[config.mk]
export PLATFORM = sky130hd
export DESIGN_NAME = game_timer_ctrl
export DESIGN_NICKNAME = d
export VERILOG_FILES = /design/src/rtl/game_timer_pkg.sv /design/src/rtl/game_timer_ctrl_step.sv /design/src/rtl/game_timer_ctrl.sv
export SDC_FILE = /design/constraint.sdc
export NUM_CORES = 1
export LEC_CHECK = 0
export ABC_CLOCK_PERIOD_IN_PS = 3000
export CORE_ASPECT_RATIO = 0.5
export CORE_UTILIZATION = 43
export DETAILED_ROUTE_END_ITERATION = 8
export GPL_TIMING_DRIVEN = 0
export PLACE_DENSITY = 0.7
export SYNTH_ARGS = -nofsm -noshare
export SYNTH_HDL_FRONTEND = slang
export SYNTH_SLANG_ARGS = --single-unit
[constraint.sdc]
create_clock -name clk -period 3 [get_ports clk]
set_clock_uncertainty 0.2 [all_clocks]
set_input_delay 0.6 -clock clk [delete_from_list [all_inputs] [get_ports clk]]
set_output_delay 0.6 -clock clk [all_outputs]
set_load 0.005 [all_outputs]
[src/rtl/game_timer_pkg.sv]
// Shared types and BCD helpers for the MM:SS game timer.
package game_timer_pkg;

  typedef enum logic [1:0] {
    IDLE  = 2'd0,
    RUN   = 2'd1,
    PAUSE = 2'd2,
    DONE  = 2'd3
  } state_t;

  localparam logic [3:0]  SEC_TENS_MAX = 4'd5;
  localparam logic [3:0]  DIGIT_MAX    = 4'd9;
  localparam logic [15:0] TIME_MAX     = 16'h9959;

  function automatic logic [3:0] clamp_digit(
    input logic [3:0] d,
    input logic [3:0] lim
  );
    return (d > lim) ? lim : d;
  endfunction

  function automatic logic [15:0] clamp_bcd(
    input logic [15:0] v
  );
    return {clamp_digit(v[15:12], DIGIT_MAX),
            clamp_digit(v[11:8], DIGIT_MAX),
            clamp_digit(v[7:4], SEC_TENS_MAX),
            clamp_digit(v[3:0], DIGIT_MAX)};
  endfunction

endpackage

[src/rtl/game_timer_ctrl_step.sv]
// One-second BCD MM:SS increment/decrement, purely combinational.
import game_timer_pkg::*;

module bcd_mmss_step (
  input  logic [15:0] time_bcd,
  input  logic        dir,
  output logic [15:0] next_bcd,
  output logic        at_max,
  output logic        at_zero
);

  assign at_max  = (time_bcd == TIME_MAX);
  assign at_zero = (time_bcd == 16'h0000);

  always_comb begin
    logic       carry;
    logic [3:0] lim;
    logic [3:0] d;
    logic [3:0] nd;
    carry    = 1'b1;
    lim      = DIGIT_MAX;
    d        = 4'd0;
    nd       = 4'd0;
    next_bcd = time_bcd;
    for (int i = 0; i < 4; i++) begin
      lim = (i == 1) ? SEC_TENS_MAX : DIGIT_MAX;
      d   = time_bcd[4*i +: 4];
      nd  = d;
      if (carry) begin
        if (!dir) begin
          if (d >= lim) begin
            nd = 4'd0;
          end else begin
            nd    = d + 4'd1;
            carry = 1'b0;
          end
        end else begin
          if (d == 4'd0) begin
            nd = lim;
          end else begin
            nd    = d - 4'd1;
            carry = 1'b0;
          end
        end
      end
      next_bcd[4*i +: 4] = nd;
    end
    // 00:00 is the floor when counting down
    if (dir && at_zero) next_bcd = 16'h0000;
  end

endmodule

[src/rtl/game_timer_ctrl.sv]
// Frame-driven MM:SS game timer: up/down count, pause,
// load/clear, saturate or wrap, expiry and best-time tracking.
import game_timer_pkg::*;

module game_timer_ctrl #(
  parameter int unsigned FRAMES_PER_SEC = 60,
  parameter bit          VSYNC_RISE     = 1'b1,
  parameter bit          WRAP_UP        = 1'b0,
  parameter bit          BEST_IS_MAX    = 1'b1
) (
  input  logic        clk,
  input  logic        rst,
  input  logic        vsync,
  input  logic        run,
  input  logic        pause,
  input  logic        mode_down,
  input  logic        clear,
  input  logic        load,
  input  logic [15:0] load_bcd,
  output logic [15:0] time_bcd,
  output logic [15:0] best_bcd,
  output logic        new_best,
  output logic        expired,
  output logic        saturated,
  output logic [1:0]  state_out
);

  localparam logic [7:0] FPS_LAST =
    8'(FRAMES_PER_SEC - 1);

  state_t      state;
  state_t      state_d;
  logic        mode_q;
  logic        prev_vsync;
  logic [7:0]  frame_cnt;
  logic [7:0]  frame_d;
  logic [15:0] time_q;
  logic [15:0] time_d;
  logic [15:0] best_q;
  logic        nb_q;
  logic        sat_q;
  logic        sat_d;

  logic        tick;
  logic        step;
  logic        pinned;
  logic        done_hit;
  logic        session_end;
  logic        better;
  logic        best_upd;
  logic [15:0] next_bcd;
  logic        at_max;
  logic        at_zero;

  assign tick = VSYNC_RISE ? (vsync & ~prev_vsync)
                           : (~vsync & prev_vsync);

  // a tick coincident with clear is dropped
  assign step = (state == RUN) && tick && !clear
              && (frame_cnt == FPS_LAST);

  bcd_mmss_step u_step (
    .time_bcd (time_q),
    .dir      (mode_q),
    .next_bcd (next_bcd),
    .at_max   (at_max),
    .at_zero  (at_zero)
  );

  assign pinned   = !mode_q && at_max && !WRAP_UP;
  assign done_hit = mode_q
                  && (at_zero || (step && next_bcd == 16'h0000));

  assign session_end = ((state == RUN) || (state == PAUSE))
                     && !run;

  always_comb begin
    better = 1'b0;
    if (BEST_IS_MAX) begin
      better = (time_q > best_q);
    end else begin
      better = (time_q != 16'h0000)
             && ((best_q == 16'h0000) || (time_q < best_q));
    end
  end

  assign best_upd = session_end && !mode_q && better;

  always_ff @(posedge clk or negedge rst) begin
    if (!rst) state <= IDLE;
    else      state <= state_d;
  end

  always_comb begin
    state_d = state;
    unique case (state)
      IDLE: begin
        if (run) state_d = (mode_q && at_zero) ? DONE : RUN;
      end
      RUN: begin
        if (!run)          state_d = IDLE;
        else if (pause)    state_d = PAUSE;
        else if (done_hit) state_d = DONE;
      end
      PAUSE: begin
        if (!run)        state_d = IDLE;
        else if (!pause) state_d = RUN;
      end
      DONE: begin
        if (clear || !run) state_d = IDLE;
      end
      default: state_d = IDLE;
    endcase
  end

  always_comb begin
    time_d  = time_q;
    frame_d = frame_cnt;
    sat_d   = sat_q;
    if ((state == RUN) && tick) begin
      frame_d = (frame_cnt == FPS_LAST) ? 8'd0
                                        : frame_cnt + 8'd1;
    end
    if ((state == IDLE) && (state_d == RUN)) frame_d = 8'd0;
    if (step) begin
      time_d = pinned ? time_q : next_bcd;
      sat_d  = pinned;
    end
    if (clear) begin
      time_d  = 16'h0000;
      frame_d = 8'd0;
      sat_d   = 1'b0;
    end else if ((state == IDLE) && load) begin
      time_d = clamp_bcd(load_bcd);
      sat_d  = 1'b0;
    end
    if (state_d == DONE) time_d = 16'h0000;
  end

  always_ff @(posedge clk or negedge rst) begin
    if (!rst) begin
      prev_vsync <= 1'b0;
      mode_q     <= 1'b0;
      frame_cnt  <= 8'd0;
      time_q     <= 16'h0000;
      best_q     <= 16'h0000;
      nb_q       <= 1'b0;
      sat_q      <= 1'b0;
    end else begin
      prev_vsync <= vsync;
      if (state == IDLE) mode_q <= mode_down;
      frame_cnt  <= frame_d;
      time_q     <= time_d;
      sat_q      <= sat_d;
      nb_q       <= best_upd;
      if (best_upd) best_q <= time_q;
    end
  end

  assign time_bcd  = time_q;
  assign best_bcd  = best_q;
  assign new_best  = nb_q;
  assign expired   = (state == DONE);
  assign saturated = sat_q;
  assign state_out = state;

endmodule

==> results.toml, run 1 <==
[critical_path]
startpoint_type = "flop"
slowest_delay_ns = 0.45
crit_chain = "inv_4, ha_1, buf_4, or3b_4, o2bb2ai_4, and3_1, clkbuf_8, mux2i_4, nor4b_4, a41oi_4, buf_6, a21oi_4, a31oi_1"
cp.required_ns = 2.94
critPathCaptureType = "flop"
cpLargestDelayFamily = "simple AND/OR/NAND/NOR gates"
critPathArrivalTime_ns = 3.32
critPathBufInv = 4
crit_type = "reg2reg"
crit_path_top_delay_cell = "dfrtp_2"
path_max_fanout = 8

[logic_synthesis]
yosysSeqAreaShare = 0.291
synthCells = 473
ys_types = 75
syn_avg_cell_area_um2 = 8.36
synth_area_leader_cell = "dfrtp_1"
synth_most_common_cell = "dfrtp_1"
synth_area_leaders = "dfrtp_1 29%, ha_1 11%, a21oi_1 3.8%"
netlist_area_um2 = 3950
synthFlopType = "dfrtp_1"
synth_nets = 531
synth-edff-count = 0
synth_top_area_share = 0.291
synth-seq-cells = 46
yosys_warnings = 0
ys_top_cells_by_count = "46 x dfrtp_1, 40 x nand2_1, 38 x nor2_1, 34 x ha_1, 34 x inv_1"
async_reset_ff_frac = 1.00

[pwr]
swShare = 0.465
p_seq_frac = 0.201
power_switching_mw = 2.30
power_density_nw_per_um2 = 919
power.internal_mw = 2.64
max-vdd-ir-drop_mv = 0.396
p_leak_nw = 2.36
pwr-share-clk = 0.119
combPwrFrac = 0.680

[detailed_routing]
drt_wl_total_um = 12900
num_vias = 4148
via_per_inst = 6.04
drt_iter0_drc = 463
antenna_left = 0
drtPass1Iterations = 5
routedWlPerCell_um = 18.8
drc = 0

[placed_design]
dpl_cell_area_um2 = 4790
pre_cts_ws_ns = -0.888
gp_congestion = 0.905
dp_cells = 651
place_hpwl_um = 8800
io_buffers = 60

[clock_tree]
ctsRootBufferMaster = "clkbuf_16"
cts_max_level = 2
clock_latency_ns = 0.30
clk_pin_slew_ns = 0.07
cts_tree = "yes"
cts.sinks = 46
cts_hold_buf = 0
cts_buffer_depth = 2
cts_buffers = 5

[grt]
grt_max_degree = 29
grt_first_pass_wirelength_um = 20200
grt_usage = 0.275
antenna_found_initial = 0
grt-ovfl-total = 0
first_global_vias = 3837

[timing]
setup_viol = 26
rsz0062_at_grt = "yes"
period_needed_ns = 3.38
setup_ws_ns = -0.376
slew_headroom = 0.476
hold_violations = 0
tightest_slew_ns = 0.780
drv_slew = 0
fmax_mhz = 296
hold_slack_ns = 0.0509
post-route-period-util = 1.13
fin_tns_setup_ns = -8.15

[cells_and_area]
postLayoutCellArea_um2 = 5370
syn_to_final_growth_pct = 35.8
final_cell_count_no_fill = 687
antenna_cells = 0
layout-drive-gt1-share = 0.202
final_nets = 627

[die]
initial_core_util = 0.449
coreArea_um2 = 8800
io_pins = 61
die_area_um2 = 9610
rows = 24
die_h_um = 69.8
die_w_um = 138

[job]
max_cap_violations = 0

[run_status]
violations = "negative setup slack"
status = "complete, but fails checks"

[min_path]
hold_class = "in2async"
==> registers in the layout, indices dropped and copies added (netlist names) <==
| signal | count |
|---|---|
| new_best | 1 |
| prev_vsync | 1 |
| time_bcd | 16 |
| frame_cnt | 8 |
| state_out | 2 |
| mode_q | 1 |
| best_bcd | 16 |
| saturated | 1 |
==> cell usage in the layout, fill, tap and decap left out, drive strengths merged, types with 9 or more instances in the layout <==
cell	instances
mux2i	14
ha	34
mux2	10
inv	34
buf	37
clkbuf	24
nand2b	14
nor2	39
nor3	15
o21ai	27
clkdlybuf4s50	59
a21oi	33
a31oi	12
nor2b	11
nand3	9
nand2	40
dfrtp	46
==> metal layers <==
metal / wire, µm / share of wire / global-route usage / up-vias
li1: - / - / - / 1929
met1: 5910 / 0.46 / 0.417 / 1979
met2: 5400 / 0.42 / 0.380 / 223
met3: 1420 / 0.11 / 0.0775 / 17
met4: 142 / 0.011 / 0.0562 / 0
met5: 0 / 0 / 0 / -
==> kinds of logic after synthesis <==
family | count (synthesis) | share of synthesized area
adder cells (fa/ha/maj) | 34 | 0.108
AND/OR/NAND/NOR | 177 | 0.249
buffers and inverters | 60 | 0.0611
XOR/XNOR | 1 | 0.00222
AO/OA/AOI/OAI | 131 | 0.225
multiplexers | 24 | 0.0639
flip-flops | 46 | 0.291
==> area by class of cell <==
cell class / count / area, µm²
multi-input combinational: 368 / 2810
clock inverter: 1 / 5.00
clock buffer: 7 / 143
timing repair buffer: 90 / 845
inverter: 35 / 141
tap: 117 / 146
sequential: 46 / 1160
buffer: 23 / 123
fill: 745 / 3430
==> final timing paths <==
check	slack, ns	cells after the start	from	end
worst max-delay path	-0.38	13	time_bcd[1]	frame_cnt[0]
worst min-delay path	0.05	1	rst	new_best
min in group clk	0.34	1	best_bcd[10]	best_bcd[10]
max in group asynchronous	2.00	2	rst	time_bcd[8]
worst min register to register	0.34	1	best_bcd[10]	best_bcd[10]
worst max register to register	-0.38	13	time_bcd[1]	frame_cnt[0]
==> metrics by stage <==
stage / total power [mW] / utilization
2_1_floorplan: 2.79 / -
3_3_place_gp: 3.66 / 0.543
3_5_place_dp: 3.69 / 0.545
4_1_cts: 4.61 / 0.592
5_1_grt: 5.25 / 0.610
6_report: 4.94 / 0.610
==> timing repair <==
item	CTS	global route
setup endpoints to repair	40	32
gates cloned	2	0
gates resized for setup	27	19
buffers inserted	19	9
pin swaps	14	11
==> power by group through the flow <==
stage	Combinational [mW]	Clock [mW]	Sequential (mW)
3_3_place_gp	2.62	0	1.04
4_1_cts	3.05	0.588	0.978
6_report	3.36	0.587	0.994
2_1_floorplan	1.82	0	0.975
5_1_grt	3.61	0.627	1.02
3_5_place_dp	2.65	0	1.04
Power figures use the tool's default switching activity.
==> run 2: changes to the inputs <==
--- a/config.mk
+++ b/config.mk
@@ -11,6 +11,8 @@
 export DETAILED_ROUTE_END_ITERATION = 8
 export GPL_TIMING_DRIVEN = 0
 export PLACE_DENSITY = 0.7
+export SETUP_SLACK_MARGIN = 0.5
 export SYNTH_ARGS = -nofsm -noshare
 export SYNTH_HDL_FRONTEND = slang
 export SYNTH_SLANG_ARGS = --single-unit
+export TNS_END_PERCENT = 5
==> run 2 against run 1 <==
  * The flow still finishes with violations (negative setup slack)
  * Maximum frequency grew 1.1%
  * Final cell count increased by 1.2%
  * Critical endpoint is now time_bcd[7]
  * Worst hold slack worse by 0.0015 ns
  * Critical path type unchanged
  * First-iteration DRC count down 22%
  * Worst setup slack improved by 0.037 ns
==> results.toml, run 2 (synthesized netlist as in run 1, its figures left out) <==
[detailed_routing]
drc = 0
drt_iter0_drc = 362
routedWlPerCell_um = 18.6
drtPass1Iterations = 5
num_vias = 4224
antenna_left = 0
drt_wl_total_um = 12900
via_per_inst = 6.08

[cells_and_area]
layout-drive-gt1-share = 0.218
final_util = 0.626
syn_to_final_growth_pct = 39.4
final_cell_count_no_fill = 695
final_common_cell = "clkdlybuf4s50_1"
antenna_cells = 0
layout_common_cells = "59 x clkdlybuf4s50_1, 40 x nand2_1, 38 x dfrtp_1"
final_nets = 635
fillerInstances = 730
postLayoutCellArea_um2 = 5510

[die]
coreArea_um2 = 8800
die_h_um = 69.8
rows = 24
io_pins = 61
die_area_um2 = 9610
die_w_um = 138
initial_core_util = 0.449

[placed_design]
place_hpwl_um = 8690
dpl_cell_area_um2 = 4790
dp_cells = 651
gp_congestion = 0.903
io_buffers = 60

[timing]
setup_ws_ns = -0.339
period_needed_ns = 3.34
setup_viol = 26
tightest_slew_ns = 0.691
rsz0062_at_grt = "yes"
drv_slew = 0
hold_violations = 0
slew_headroom = 0.535
post-route-period-util = 1.11
fmax_mhz = 299

[min_path]
hold_class = "in2async"

[critical_path]
crit_start = "time_bcd[4]"
critPathArrivalTime_ns = 3.32
critPathCaptureType = "flop"
path_max_fanout = 8
cp-endpoint = "time_bcd[7]"
cp.required_ns = 2.98
crit_type = "reg2reg"
timing.rr.end = "time_bcd[7]"
r2r_start = "time_bcd[4]"
ff2ff_setup_slack_ns = -0.34
worstRegToRegCells = 12
startpoint_type = "flop"

[clock_tree]
cts_max_level = 2
clk_pin_slew_ns = 0.07
cts_hold_buf = 0
cts.sinks = 46
clock_latency_ns = 0.30
cts_tree = "yes"
ctsRootBufferMaster = "clkbuf_16"
cts_buffer_depth = 2
cts_buffers = 5

[grt]
first_global_vias = 3886
grt_first_pass_wirelength_um = 20400
antenna_found_initial = 0
grt_usage = 0.277
grt-ovfl-total = 0
grt_max_degree = 29

[pwr]
max-vdd-ir-drop_mv = 0.390
p_leak_nw = 2.42
power_density_nw_per_um2 = 926

[run_status]
violations = "negative setup slack"
status = "complete, but fails checks"

[job]
max_cap_violations = 0
[run 2: worst min path at each step]
stage | from | end
6_report | rst | best_bcd[7]
5_1_grt | rst | best_bcd[7]
4_1_cts | rst | best_bcd[7]
3_5_place_dp | saturated | saturated
3_3_place_gp | saturated | saturated
2_1_floorplan | rst | best_bcd[0]
[run 2: metal layers]
| layer | track usage | vias to the layer above | wire length, µm |
|---|---|---|---|
| li1 | - | 1940 | - |
| met1 | 0.402 | 2017 | 5920 |
| met2 | 0.404 | 241 | 5620 |
| met3 | 0.0709 | 26 | 1200 |
| met4 | 0.0720 | 0 | 194 |
| met5 | 0 | - | 0 |
[run 2: repair_timing]
item / CTS / global route
pin swaps: 20 / 16
gates cloned: 2 / 0
endpoints found under the setup margin: 43 / 43
setup buffers: 19 / 15
gates resized for setup: 42 / 23
[run 2: worst max-delay path: stages, from the launching register on]
cell      delay [ns]
dfrtp_2         0.47
inv_1           0.13
ha_2            0.26
nor2b_1         0.18
o311ai_4        0.42
and3_4          0.24
clkbuf_8        0.14
mux2i_2         0.10
nor4b_4         0.34
a41oi_4         0.23
a21oi_4         0.29
buf_6           0.16
nor2_2          0.05
[run 2: report_power, final]
group	total, mW	leakage (nW)	switching [mW]	internal (mW)
Sequential	1.00	0.566	0.223	0.780
Clock	0.657	0.0771	0.263	0.394
Combinational	3.44	1.78	1.84	1.61
[run 2: final cells by class]
| class | count | area (µm²) | area share |
|---|---|---|---|
| Multi-Input combinational cell | 368 | 2830 | 0.514 |
| Timing Repair Buffer | 96 | 893 | 0.162 |
| Clock buffer | 6 | 129 | 0.0234 |
| Clock inverter | 2 | 37.5 | 0.00681 |
| Buffer | 25 | 170 | 0.0309 |
| Tap cell | 117 | 146 | 0.0266 |
| Inverter | 35 | 141 | 0.0257 |
| Sequential cell | 46 | 1160 | 0.211 |
[run 2: per-stage QoR]
| step | setup TNS (ns) | hold slack (ns) | setup WS (ns) | power, mW |
|---|---|---|---|---|
| after global routing | -11.28 | 0.0860 | -0.468 | 5.42 |
| after global placement | -36.29 | 0.318 | -0.862 | 3.66 |
| after detailed placement | -23.17 | 0.313 | -0.851 | 3.70 |
| after CTS | -7.37 | 0.0670 | -0.329 | 4.73 |
| after floorplan | -1.00 | 0.104 | -0.0847 | 2.79 |
| final | -8.07 | 0.0494 | -0.339 | 5.10 |
==> run 3: changes to the inputs <==
--- a/config.mk
+++ b/config.mk
@@ -11,7 +11,7 @@
 export DETAILED_ROUTE_END_ITERATION = 8
 export GPL_TIMING_DRIVEN = 0
 export PLACE_DENSITY = 0.7
-export SETUP_SLACK_MARGIN = 0.5
+export SETUP_SLACK_MARGIN = 0.15
 export SYNTH_ARGS = -nofsm -noshare
 export SYNTH_HDL_FRONTEND = slang
 export SYNTH_SLANG_ARGS = --single-unit
==> run 3 against run 2 <==
  * The run still ends with negative setup slack left
  * Non-clock buffer count shrank 5
  * Clock power shrank 16%
  * Routed wire length shrank 0.27%
  * Core utilization shrank 0.97 points
  * Total power shrank 2.2%
  * Sequential cell count is the same
  * Global-route usage shrank 0.61 points
  * Cell area shrank 1.5%
==> results.toml, run 3 (synthesized netlist as in run 1, its figures left out) <==
[run_status]
status = "complete, but fails checks"
violations = "negative setup slack"

[timing]
setup_ws_ns = -0.448
fmax_mhz = 290
post-route-period-util = 1.15
period_needed_ns = 3.45
hold_slack_ns = 0.0533
slew_headroom = 0.483
tightest_slew_ns = 0.771
rsz0062_at_grt = "yes"
setup_viol = 26
drv_slew = 0
hold_violations = 0

[detailed_routing]
via_per_inst = 5.98
drc = 0
drtPass1Iterations = 5
drt_iter0_drc = 361
drt_wl_total_um = 12900
num_vias = 4126
antenna_left = 0
routedWlPerCell_um = 18.7

[cells_and_area]
antenna_cells = 0
final_common_cell = "clkdlybuf4s50_1"
syn_to_final_growth_pct = 37.2
layout_common_cells = "59 x clkdlybuf4s50_1, 40 x nand2_1, 38 x dfrtp_1"
final_nets = 631
fillerInstances = 745
final_cell_count_no_fill = 690
layout-drive-gt1-share = 0.215
final_util = 0.617

[critical_path]
startpoint_type = "flop"
timing.rr.end = "time_bcd[7]"
worstRegToRegCells = 12
path_max_fanout = 8
critPathCaptureType = "flop"
crit_type = "reg2reg"
critPathArrivalTime_ns = 3.41
r2r_start = "time_bcd[5]"
cp.required_ns = 2.97
ff2ff_setup_slack_ns = -0.45

[clock_tree]
cts_tree = "yes"
clk_pin_slew_ns = 0.07
cts_hold_buf = 0
cts_buffers = 5
cts.sinks = 46
ctsRootBufferMaster = "clkbuf_16"
cts_buffer_depth = 2
cts_max_level = 2
clock_latency_ns = 0.29

[grt]
first_global_vias = 3751
grt_usage = 0.271
grt_max_degree = 30
grt-ovfl-total = 0
grt_first_pass_wirelength_um = 19900
antenna_found_initial = 0

[die]
io_pins = 61
rows = 24
die_w_um = 138
initial_core_util = 0.449
coreArea_um2 = 8800
die_area_um2 = 9610
die_h_um = 69.8

[placed_design]
gp_congestion = 0.913
place_hpwl_um = 8710
dp_cells = 651
pre_cts_ws_ns = -0.914
io_buffers = 60

[min_path]
hold_class = "in2async"

[pwr]
max-vdd-ir-drop_mv = 0.462
p_total_mw = 4.99
power_density_nw_per_um2 = 920
p_leak_nw = 2.36

[job]
max_cap_violations = 0
run 3: worst max-delay path, stage by stage (launching register included):
cell and delay, ns:
dfrtp_2 0.48, inv_1 0.11, ha_1 0.28, nor2b_1 0.19, o311ai_4 0.43, and3_4 0.27, clkbuf_8 0.15, mux2i_4 0.08
nor4b_4 0.36, a41oi_4 0.23, a21oi_4 0.31, buf_6 0.17, nor2_2 0.06
run 3: final cells by class:
| cell class | count | area, µm² | area share |
|---|---|---|---|
| flip-flops and latches | 46 | 1160 | 0.214 |
| well taps | 117 | 146 | 0.0270 |
| plain buffers | 24 | 156 | 0.0288 |
| inverters | 35 | 143 | 0.0263 |
| multi-input cells | 369 | 2820 | 0.521 |
| clock buffers | 5 | 125 | 0.0231 |
| repair buffers | 92 | 860 | 0.158 |
| clock inverters | 2 | 10.0 | 0.00185 |
run 3: how the worst max path moves through the flow:
stage	start	end	slack [ns]	depth (start not counted)
2_1_floorplan	time_bcd[12]	time_bcd[2]	-0.08	11
3_3_place_gp	time_bcd[4]	time_bcd[7]	-0.87	11
3_5_place_dp	time_bcd[4]	time_bcd[7]	-0.91	11
4_1_cts	time_bcd[8]	time_bcd[7]	-0.31	12
5_1_grt	time_bcd[1]	time_bcd[2]	-0.48	13
6_report	time_bcd[5]	time_bcd[7]	-0.45	12
run 3: where the power goes:
part	switching, mW	internal, mW
registers	0.209	0.780
clock network	0.250	0.302
logic	1.86	1.59
run 3: timing repair:
item                                    4_1_cts  5_1_grt
gates resized for setup                      30       30
setup buffers                                20       10
endpoints found under the setup margin       42       42
endpoints found under the hold margin         0        0
gates cloned                                  2        1
pin swaps                                    14       19
run 3: per-stage QoR:
step	area [µm²]	TNS, ns
after CTS	5220	-7.49
after detailed placement	4790	-24.95
after global routing	5430	-11.90
after global placement	4780	-36.64
after floorplan	4030	-1.00
final	5430	-10.45
run 3: layer usage:
layer / vias to the layer above / GRT usage / routed length [µm]
met2: 168 / 0.383 / 5330
li1: 1944 / - / -
met4: 0 / 0.0452 / 131
met5: - / 0 / 0
met1: 1996 / 0.413 / 6240
met3: 18 / 0.0687 / 1200
